==> src/rtl/float_compare_pipe_if.sv <==
// Operand/result handshake bundle for float_compare_pipe.
// Master drives operands and out_ready; slave is the comparator.
interface float_compare_pipe_if #(
  parameter int W = 32
);
  logic         in_valid;
  logic         in_ready;
  logic [W-1:0] in_a;
  logic [W-1:0] in_b;
  logic         in_int;
  logic         out_valid;
  logic         out_ready;
  logic [1:0]   out_result;
  logic         out_nan;
  logic         out_snan;

  modport master (
    output in_valid, in_a, in_b, in_int,
    output out_ready,
    input  in_ready, out_valid,
    input  out_result, out_nan, out_snan
  );

  modport slave (
    input  in_valid, in_a, in_b, in_int,
    input  out_ready,
    output in_ready, out_valid,
    output out_result, out_nan, out_snan
  );
endinterface

==> src/rtl/float_compare_pipe.sv <==
// Three-stage float/int comparator with valid/ready flow control.
// Result: 00 eq, 01 a>b, 11 a<b, 10 unordered.
module float_compare_pipe #(
  parameter int EXP_W        = 8,
  parameter int MANT_W       = 23,
  parameter int FLUSH_DENORM = 1
) (
  input logic clk,
  input logic rst,
  float_compare_pipe_if.slave io
);
  localparam int W = 1 + EXP_W + MANT_W;
  localparam logic FLUSH = (FLUSH_DENORM != 0);

  typedef struct packed {
    logic         v;
    logic         is_int;
    logic [W-1:0] a;
    logic [W-1:0] b;
    logic         nan_a;
    logic         nan_b;
    logic         snan_a;
    logic         snan_b;
    logic         zero_a;
    logic         zero_b;
  } s1_t;

  typedef struct packed {
    logic v;
    logic is_int;
    logic nan;
    logic snan;
    logic both_zero;
    logic sa;
    logic sb;
    logic gt;
    logic eq;
  } s2_t;

  s1_t s1, s1_d;
  s2_t s2, s2_d;
  logic adv;
  logic [1:0] res_d;

  // {nan, snan, zero}; subnormals fold into zero when flushing
  function automatic logic [2:0] classify(
    input logic [W-1:0] x
  );
    logic [EXP_W-1:0]  e;
    logic [MANT_W-1:0] m;
    logic nan, snan, zero;
    e    = x[W-2:MANT_W];
    m    = x[MANT_W-1:0];
    nan  = (&e) & (|m);
    snan = nan & ~m[MANT_W-1];
    zero = (~|e) & (FLUSH | ~(|m));
    return {nan, snan, zero};
  endfunction

  assign adv         = !io.out_valid || io.out_ready;
  assign io.in_ready = adv;

  // S1 input: operands plus per-operand classes
  always_comb begin
    logic [2:0] ca, cb;
    ca          = classify(io.in_a);
    cb          = classify(io.in_b);
    s1_d        = '0;
    s1_d.v      = io.in_valid;
    s1_d.is_int = io.in_int;
    s1_d.a      = io.in_a;
    s1_d.b      = io.in_b;
    s1_d.nan_a  = ca[2];
    s1_d.snan_a = ca[1];
    s1_d.zero_a = ca[0];
    s1_d.nan_b  = cb[2];
    s1_d.snan_b = cb[1];
    s1_d.zero_b = cb[0];
  end

  // S2 input: signs, magnitude order, merged flags
  always_comb begin
    logic [W-2:0] ma, mb;
    ma             = s1.a[W-2:0];
    mb             = s1.b[W-2:0];
    s2_d           = '0;
    s2_d.v         = s1.v;
    s2_d.is_int    = s1.is_int;
    s2_d.nan       = s1.nan_a | s1.nan_b;
    s2_d.snan      = s1.snan_a | s1.snan_b;
    s2_d.both_zero = s1.zero_a & s1.zero_b;
    s2_d.sa        = s1.a[W-1];
    s2_d.sb        = s1.b[W-1];
    if (s1.is_int) begin
      s2_d.gt = $signed(s1.a) > $signed(s1.b);
      s2_d.eq = s1.a == s1.b;
    end else begin
      s2_d.gt = ma > mb;
      s2_d.eq = ma == mb;
    end
  end

  // S3 input: final 2-bit code
  always_comb begin
    logic f_nan, f_zero, f_sign, f_mag;
    f_nan  = !s2.is_int & s2.nan;
    f_zero = !s2.is_int & !s2.nan
           & s2.both_zero;
    f_sign = !s2.is_int & !s2.nan
           & !s2.both_zero & (s2.sa != s2.sb);
    f_mag  = !s2.is_int & !s2.nan
           & !s2.both_zero & (s2.sa == s2.sb);
    res_d  = 2'b00;
    unique case (1'b1)
      f_nan:  res_d = 2'b10;
      f_zero: res_d = 2'b00;
      f_sign: res_d = s2.sa ? 2'b11 : 2'b01;
      f_mag: begin
        if (s2.eq)
          res_d = 2'b00;
        else
          res_d = (s2.gt ^ s2.sa) ? 2'b01 : 2'b11;
      end
      s2.is_int: begin
        if (s2.eq)
          res_d = 2'b00;
        else
          res_d = s2.gt ? 2'b01 : 2'b11;
      end
      default: res_d = 2'b00;
    endcase
  end

  // S1 register: shifts on every advance
  always_ff @(posedge clk or posedge rst) begin
    if (rst)
      s1 <= '0;
    else if (adv)
      s1 <= s1_d;
  end

  // S2 register: shifts on every advance
  always_ff @(posedge clk or posedge rst) begin
    if (rst)
      s2 <= '0;
    else if (adv)
      s2 <= s2_d;
  end

  // S3 output registers; data held across bubbles
  always_ff @(posedge clk or posedge rst) begin
    if (rst) begin
      io.out_valid  <= 1'b0;
      io.out_result <= 2'b00;
      io.out_nan    <= 1'b0;
      io.out_snan   <= 1'b0;
    end else if (adv) begin
      io.out_valid <= s2.v;
      if (s2.v) begin
        io.out_result <= res_d;
        io.out_nan    <= !s2.is_int & s2.nan;
        io.out_snan   <= !s2.is_int & s2.snan;
      end
    end
  end
endmodule

==> src/flat_wrapper.sv <==
// flat-port wrapper written by rule: the top's interface ports become plain ports
module float_compare_pipe_flat 
#(
  parameter int EXP_W        = 8,
  parameter int MANT_W       = 23,
  parameter int FLUSH_DENORM = 1
)
  (clk, rst, io_in_valid, io_in_a, io_in_b, io_in_int, io_out_ready, io_in_ready, io_out_valid, io_out_result, io_out_nan, io_out_snan);
  float_compare_pipe_if #(.W(32)) io_i ();
  input logic clk;
  input logic rst;
  input wire logic [$bits(io_i.in_valid)-1:0] io_in_valid;
  input wire logic [$bits(io_i.in_a)-1:0] io_in_a;
  input wire logic [$bits(io_i.in_b)-1:0] io_in_b;
  input wire logic [$bits(io_i.in_int)-1:0] io_in_int;
  input wire logic [$bits(io_i.out_ready)-1:0] io_out_ready;
  output wire logic [$bits(io_i.in_ready)-1:0] io_in_ready;
  output wire logic [$bits(io_i.out_valid)-1:0] io_out_valid;
  output wire logic [$bits(io_i.out_result)-1:0] io_out_result;
  output wire logic [$bits(io_i.out_nan)-1:0] io_out_nan;
  output wire logic [$bits(io_i.out_snan)-1:0] io_out_snan;
  assign io_i.in_valid = io_in_valid;
  assign io_i.in_a = io_in_a;
  assign io_i.in_b = io_in_b;
  assign io_i.in_int = io_in_int;
  assign io_i.out_ready = io_out_ready;
  assign io_in_ready = io_i.in_ready;
  assign io_out_valid = io_i.out_valid;
  assign io_out_result = io_i.out_result;
  assign io_out_nan = io_i.out_nan;
  assign io_out_snan = io_i.out_snan;
  float_compare_pipe #(.EXP_W(EXP_W), .MANT_W(MANT_W), .FLUSH_DENORM(FLUSH_DENORM)) u_core (.clk(clk), .rst(rst), .io(io_i));
endmodule
==> config.mk <==
export PLATFORM = sky130hd
export DESIGN_NAME = float_compare_pipe_flat
export DESIGN_NICKNAME = d
export VERILOG_FILES = /design/src/rtl/float_compare_pipe_if.sv /design/src/rtl/float_compare_pipe.sv /design/src/flat_wrapper.sv
export SDC_FILE = /design/constraint.sdc
export NUM_CORES = 1
export LEC_CHECK = 0
export ABC_AREA = 1
export CORE_MARGIN = 4
export CORE_UTILIZATION = 54
export DETAILED_ROUTE_END_ITERATION = 16
export GPL_TIMING_DRIVEN = 0
export PLACE_DENSITY = 0.89
export SYNTH_ARGS = -nofsm -noshare
export SYNTH_HDL_FRONTEND = slang
export SYNTH_SLANG_ARGS = --single-unit
==> constraint.sdc <==
create_clock -name clk -period 3.4 [get_ports clk]
set_input_delay 0.68 -clock clk [delete_from_list [all_inputs] [get_ports clk]]
set_output_delay 0.68 -clock clk [all_outputs]
set_load 0.02 [all_outputs]
### Word-level counts from Yosys, hierarchy flattened

Index checks and enable logic that the tools add are counted.

| storage, ports and cells | value |
|---|---|
| flip-flop bits (word level) | 86 |
| input bits | 69 |
| output and inout bits | 6 |
| word-level logic and storage cells | 66 |

| cells by class | value |
|---|---|
| order comparisons | 2 |
| equal/unequal tests | 4 |
| multiplexer cells | 7 |
| bitwise operators | 16 |
| reductions and logical operators | 14 |

Operators by type and width:

| operator | count |
|---|---|
| $reduce_or A23 Y1 | 2 |
| $eq A32 B32 Y1 | 1 |
| $gt A32 B32 Y1 | 1 |
| $eq A31 B31 Y1 | 1 |
| $gt A31 B31 Y1 | 1 |
| $reduce_and A8 Y1 | 2 |
| $reduce_or A8 Y1 | 2 |
| $mux W2 | 6 |
| $and A1 B1 Y1 | 11 |
| $pmux W2 S4 | 1 |
| $logic_not A1 Y1 | 6 |
| $not A1 Y1 | 2 |
| $or A1 B1 Y1 | 2 |
| $reduce_and A2 Y1 | 1 |
| $eq A1 B1 Y1 | 1 |
| $logic_or A1 B1 Y1 | 1 |
| $ne A1 B1 Y1 | 1 |
| $xor A1 B1 Y1 | 1 |

### Depth between registers and ports, before layout

| logic depth | value |
|---|---|
| word-level depth | 5 |
| mapped depth | 15 |
| mapped depth without buffers | 15 |

### Worst setup path before layout

No wires, ideal clock.

| path | value |
|---|---|
| path type | input to output |
| start | in io_out_ready |
| end | out io_in_ready |
| arrival time | 1.323 ns |
| data required time | 2.720 ns |
| setup slack | 1.397 ns |
| stages on the path | 4 |
| buffers on the path | 2 |
| cell sequence | nor2_2 inv_2 buf_2 buf_2 |

| between the ends | value |
|---|---|
| word-level cells in the longest chain between the ends | 1 |

Ends and longest elaborated chain:

| item | RTL line | RTL |
|---|---|---|
| start: declaration | flat_wrapper.sv:16 | `input wire logic [$bits(io_i.out_ready)-1:0] io_out_ready;` |
| $logic_or A1 B1 Y1 | float_compare_pipe.sv:60 | `assign adv = !io.out_valid \|\| io.out_ready;` |
| end: declaration | flat_wrapper.sv:17 | `output wire logic [$bits(io_i.in_ready)-1:0] io_in_ready;` |

Every way passes these cells.

### Worst setup path in the final report

Ends and elaborated chain as after synthesis.

==> results.md <==
- The kind of critical path is primary input to primary output.
- STA classifies the critical path startpoint as a primary input.
- The total of flip-flops plus latches after synthesis is 86.
- The run finished with clean final reports.
- The final max-slew violation count is 0.
- Routability-driven placement finished with a final weighted congestion of 0.918.
- The peak fanout along the critical path is 10.
- The final routed wirelength across all metal layers is about 12000 um.
- The transition time at the pin with the least slew margin is 0.583 ns.
- The post-synthesis cell type with the largest combined area is dfrtp_1.
- The die covers around 10000 sq um.
- The average via count per standard cell is 5.44.
- The fraction of the cycle the final worst path needs is a little over nine tenths.
- For this design the total switching power over the nets is 1.44 mW.
- Setup repair after global routing left no endpoint under its margin.
- The clock input transition at the sequential cells of the worst setup and hold paths is roughly 0.080 ns.
- The maximum clock skew at final layout is between 0.01 and 0.015 ns.
- Across the VDD grid, the largest voltage drop is about 0.27 mV.
- The data required time of the worst path is 2.72 ns.
- After synthesis, the cell types taking the most area are dfrtp_1 (46%), nand2_1 (18%), ha_1 (8.6%), inv_1 (5.6%), o21ai_0 (4.2%).
- The clock tree root driver cell is clkbuf_8.
- The largest family of logic cells by synthesized area is simple AND/OR/NAND/NOR gates.
- The shortest period the worst path allows is approximately 3.3 ns.
- Of the total power, the share spent switching nets is between 30 and 40%.
- The count of nets left with antenna violations once routing finished came out at 0.
- The adder-cell share of the synthesized area is 8.57%.
- In the layout the commonest cells are nand2_1 (219), dfrtp_1 (86), clkdlybuf4s50_1 (74), inv_1 (69), o21ai_0 (39).
- The netlist uses 31 different library cells.
- The number of instances in the synthesized netlist is 595.
- The repair_antennas step left the layout with diodes totalling 0.
- The portion of the post-synthesis area used by sequential elements is between 40% and 50%.
- The area fraction in and, or, nand and nor cells after synthesis is a little over a quarter.
- Power spread over the standard cell area amounts to between 600 and 700 nW/um^2.
- The final-report setup violation count is 0.
- The most common library cell in the layout ignoring fill and taps is nand2_1.
- Pin placement for this block handled 75 I/O pins.
- The reported max-cap violation count is 0.
- The internal portion of the total power is 2.16 mW.
- The pre-antenna-repair detailed-routing pass consisted of 5 iterations.
- The number of nets produced by synthesis is ~700.
- The global routing met2 resource utilization is 41.8%.
- The type of the most critical hold path is register to register.
- The clock group share of total power is just under 20%.
- In this run the tightest slew margin relative to its limit is about three fifths.
- The final number of hold-violating endpoints was 0.
- The top cell type by area accounts for a little under half of the synthesized area.
- The average routed wire per standard cell is between 15 and 20 um.
- Of the post-synthesis cell area, the part taken by muxes is 0%.
- The vertical die dimension is between 100 and 150 um.
- The worst setup path is captured at a primary output.
- The post-synth design cell area is roughly 4700 sq um.
- The largest net degree at the start of global routing is 66.
- The die outline width is 101 um.
- The deepest level of the CTS H-tree is 3.
- The number of DRC markers in iteration 0 is a little under 200.
- Clock tree synthesis inserted a total of 9 buffers.
- The via count of the first global-routing pass is 4308.
- For this configuration, the core starts out at a cell density of between 50% and 60%.
- The combined flip-flop and latch cell area is between 2000 and 2500 sq um.
- The count of placed standard cells in the final layout, fillers left out is slightly below 800.
- The global routing met1 resource utilization is 29.1%.
- Of the cells placed in the final design, the portion with a size suffix greater than 1 is 8.45%.
- For this run, the top clock speed supported by timing is roughly 300 MHz.
- The total core area is between 8000 and 9000 sq um.
- The area used by multi-input combinational logic is between 2000 and 2500 sq um.
- TritonCTS built the clock tree.
- Hold repair after CTS inserted 0 buffers.
- The TritonCTS sink count is between 80 and 90.
- The growth of design area from synthesis to finish is 23.5%.
- The total number of vias is 4306.
- The average size of a mapped cell is 7.86 sq um.
- The sequential power share is between 30% and 40%.
- The XOR/XNOR share of the synthesized area is 0.187%.
- The synthesis warning total is 0.
- Global routing consumed, on the met3 layer, 5.26% of the routing resources.
- The remaining routing DRC violations is 0.
- Across every metal layer, demand over resource in global routing totals 24.2%.
- Summed over all cells, the static leakage comes to 2.97 nW.
- The core occupancy in the finished layout is 69.6%.
- The busiest metal layer after global routing is met2.
- Clock latency on the worst-skew pair, taken at its later pin, is between 0.3 and 0.4 ns.
- Summing the areas of all compound-gate instances in the mapped netlist gives a little over a tenth of the synthesized area.
- The first global-routing pass estimated 19500 um of wire.
- The cell row count is 33.
- The total of buffers placed on input and output ports is 74.
- The number of antenna violations at the first check in global routing is 0.
- The net total in the final layout is a little under 800.
- The share of total power in combinational logic is 42.4%.
- The buffer depth of the longest clock path is 2.
- Global routing finished with a remaining overflow of 0.
- The detailed-placement wirelength estimate is between 9000 and 10000 um.
- For the worst setup path, the data arrival time is around 2.6 ns.
- The number of cells after detailed placement is between 700 and 800.
- After filler insertion, the fill cell instance count of the layout stands at slightly above 600.
==> kinds of logic after synthesis <==
| family | Yosys count |
|---|---|
| buffers and inverters | 93 |
| adders and majority gates | 32 |
| AOI/OAI and AO/OA | 86 |
| and+or+nand+nor | 297 |
| DFF | 86 |
| xor gates and xnor gates | 1 |
==> critical path: stages <==
cell	delay, ns
clkdlybuf4s50_1	0.51
nor2_4	0.09
inv_2	0.15
buf_2	0.29
clkbuf_4	0.28
clkdlybuf4s50_1	0.64
==> sequential cells by signal, summed over array words and instances (netlist names) <==
name and count:
u_core.io.out_nan 1, u_core.s1 72, u_core.io.out_valid 1, u_core.io.out_result 2, u_core.io.out_snan 1, u_core.s2 9
==> power by group through the flow <==
stage	clock network [mW]	logic [mW]	registers, mW
global placement	0	1.40	1.37
global route	0.738	1.72	1.39
floorplan	0	1.05	1.37
finish	0.698	1.52	1.37
detailed placement	0	1.48	1.39
CTS	0.701	1.51	1.37
==> final timing paths <==
check	slack, ns	to	cells after the start	from
setup / recovery	0.09	io_in_ready	6	io_out_ready
hold / removal	0.49	u_core.io.out_result[0]	1	u_core.io.out_result[0]
setup reg to reg	1.60	u_core.s2[1]	12	u_core.s1[52]
min in group asynchronous	0.63	u_core.s1[48]	2	rst
hold reg to reg	0.49	u_core.io.out_result[0]	1	u_core.io.out_result[0]
max in group asynchronous	2.17	u_core.s1[29]	3	rst
==> cell type report <==
type                    instances  share of cell area [%]
clock inverters                 7                    1.13
inverters                      77                    5.05
repair buffers                 75                    13.3
flip-flops and latches         86                    37.3
multi-input cells             416                    37.5
well taps                     105                    2.28
clock buffers                   9                    2.15
plain buffers                  16                    1.28
==> metrics by stage <==
stage	power (mW)	setup WS (ns)	instance area (sq um)	setup TNS (ns)	hold slack, ns
2_1_floorplan	2.41	0.498	4670	0	0.444
3_3_place_gp	2.78	-0.719	5550	-61.24	0.459
3_5_place_dp	2.87	0.0805	5580	0	0.471
4_1_cts	3.58	0.0748	5770	0	0.489
5_1_grt	3.85	0.0221	5770	0	0.504
6_report	3.59	0.0907	5770	0	0.486
==> cell usage after synthesis <==
| master | n |
|---|---|
| a21o_1 | 4 |
| a21oi_1 | 19 |
| a21oi_2 | 3 |
| a31oi_1 | 3 |
| a32o_1 | 2 |
| buf_2 | 9 |
| clkbuf_1 | 7 |
| dfrtp_1 | 86 |
| ha_1 | 32 |
| inv_1 | 70 |
| inv_2 | 7 |
| nand2_1 | 219 |
| nand2_2 | 6 |
| nand3_1 | 13 |
| nand3_2 | 4 |
| nand3_4 | 1 |
| nand4_1 | 5 |
| nor2_1 | 27 |
| nor2_2 | 4 |
| nor2_4 | 2 |
| nor3_1 | 6 |
| nor3_4 | 1 |
| nor4_1 | 9 |
| o21ai_0 | 39 |
| o21ai_1 | 11 |
| o21ai_2 | 1 |
| o21bai_1 | 1 |
| o21bai_2 | 1 |
| o22ai_2 | 1 |
| o31ai_1 | 1 |
| xor2_1 | 1 |
==> what timing repair did <==
item | in CTS | in global routing
gates resized for setup | 0 | 2
endpoints found under the hold margin | 0 | 0
buffers inserted | 0 | 0
endpoints found under the setup margin | 0 | 1
==> layer usage <==
metal | part of all wire, % | wire length [um]
met5 | 0 | 0
met1 | 40 | 4790
met3 | 7.7 | 917
met4 | 3.0 | 361
met2 | 49 | 5810
Power figures use the tool's default switching activity.
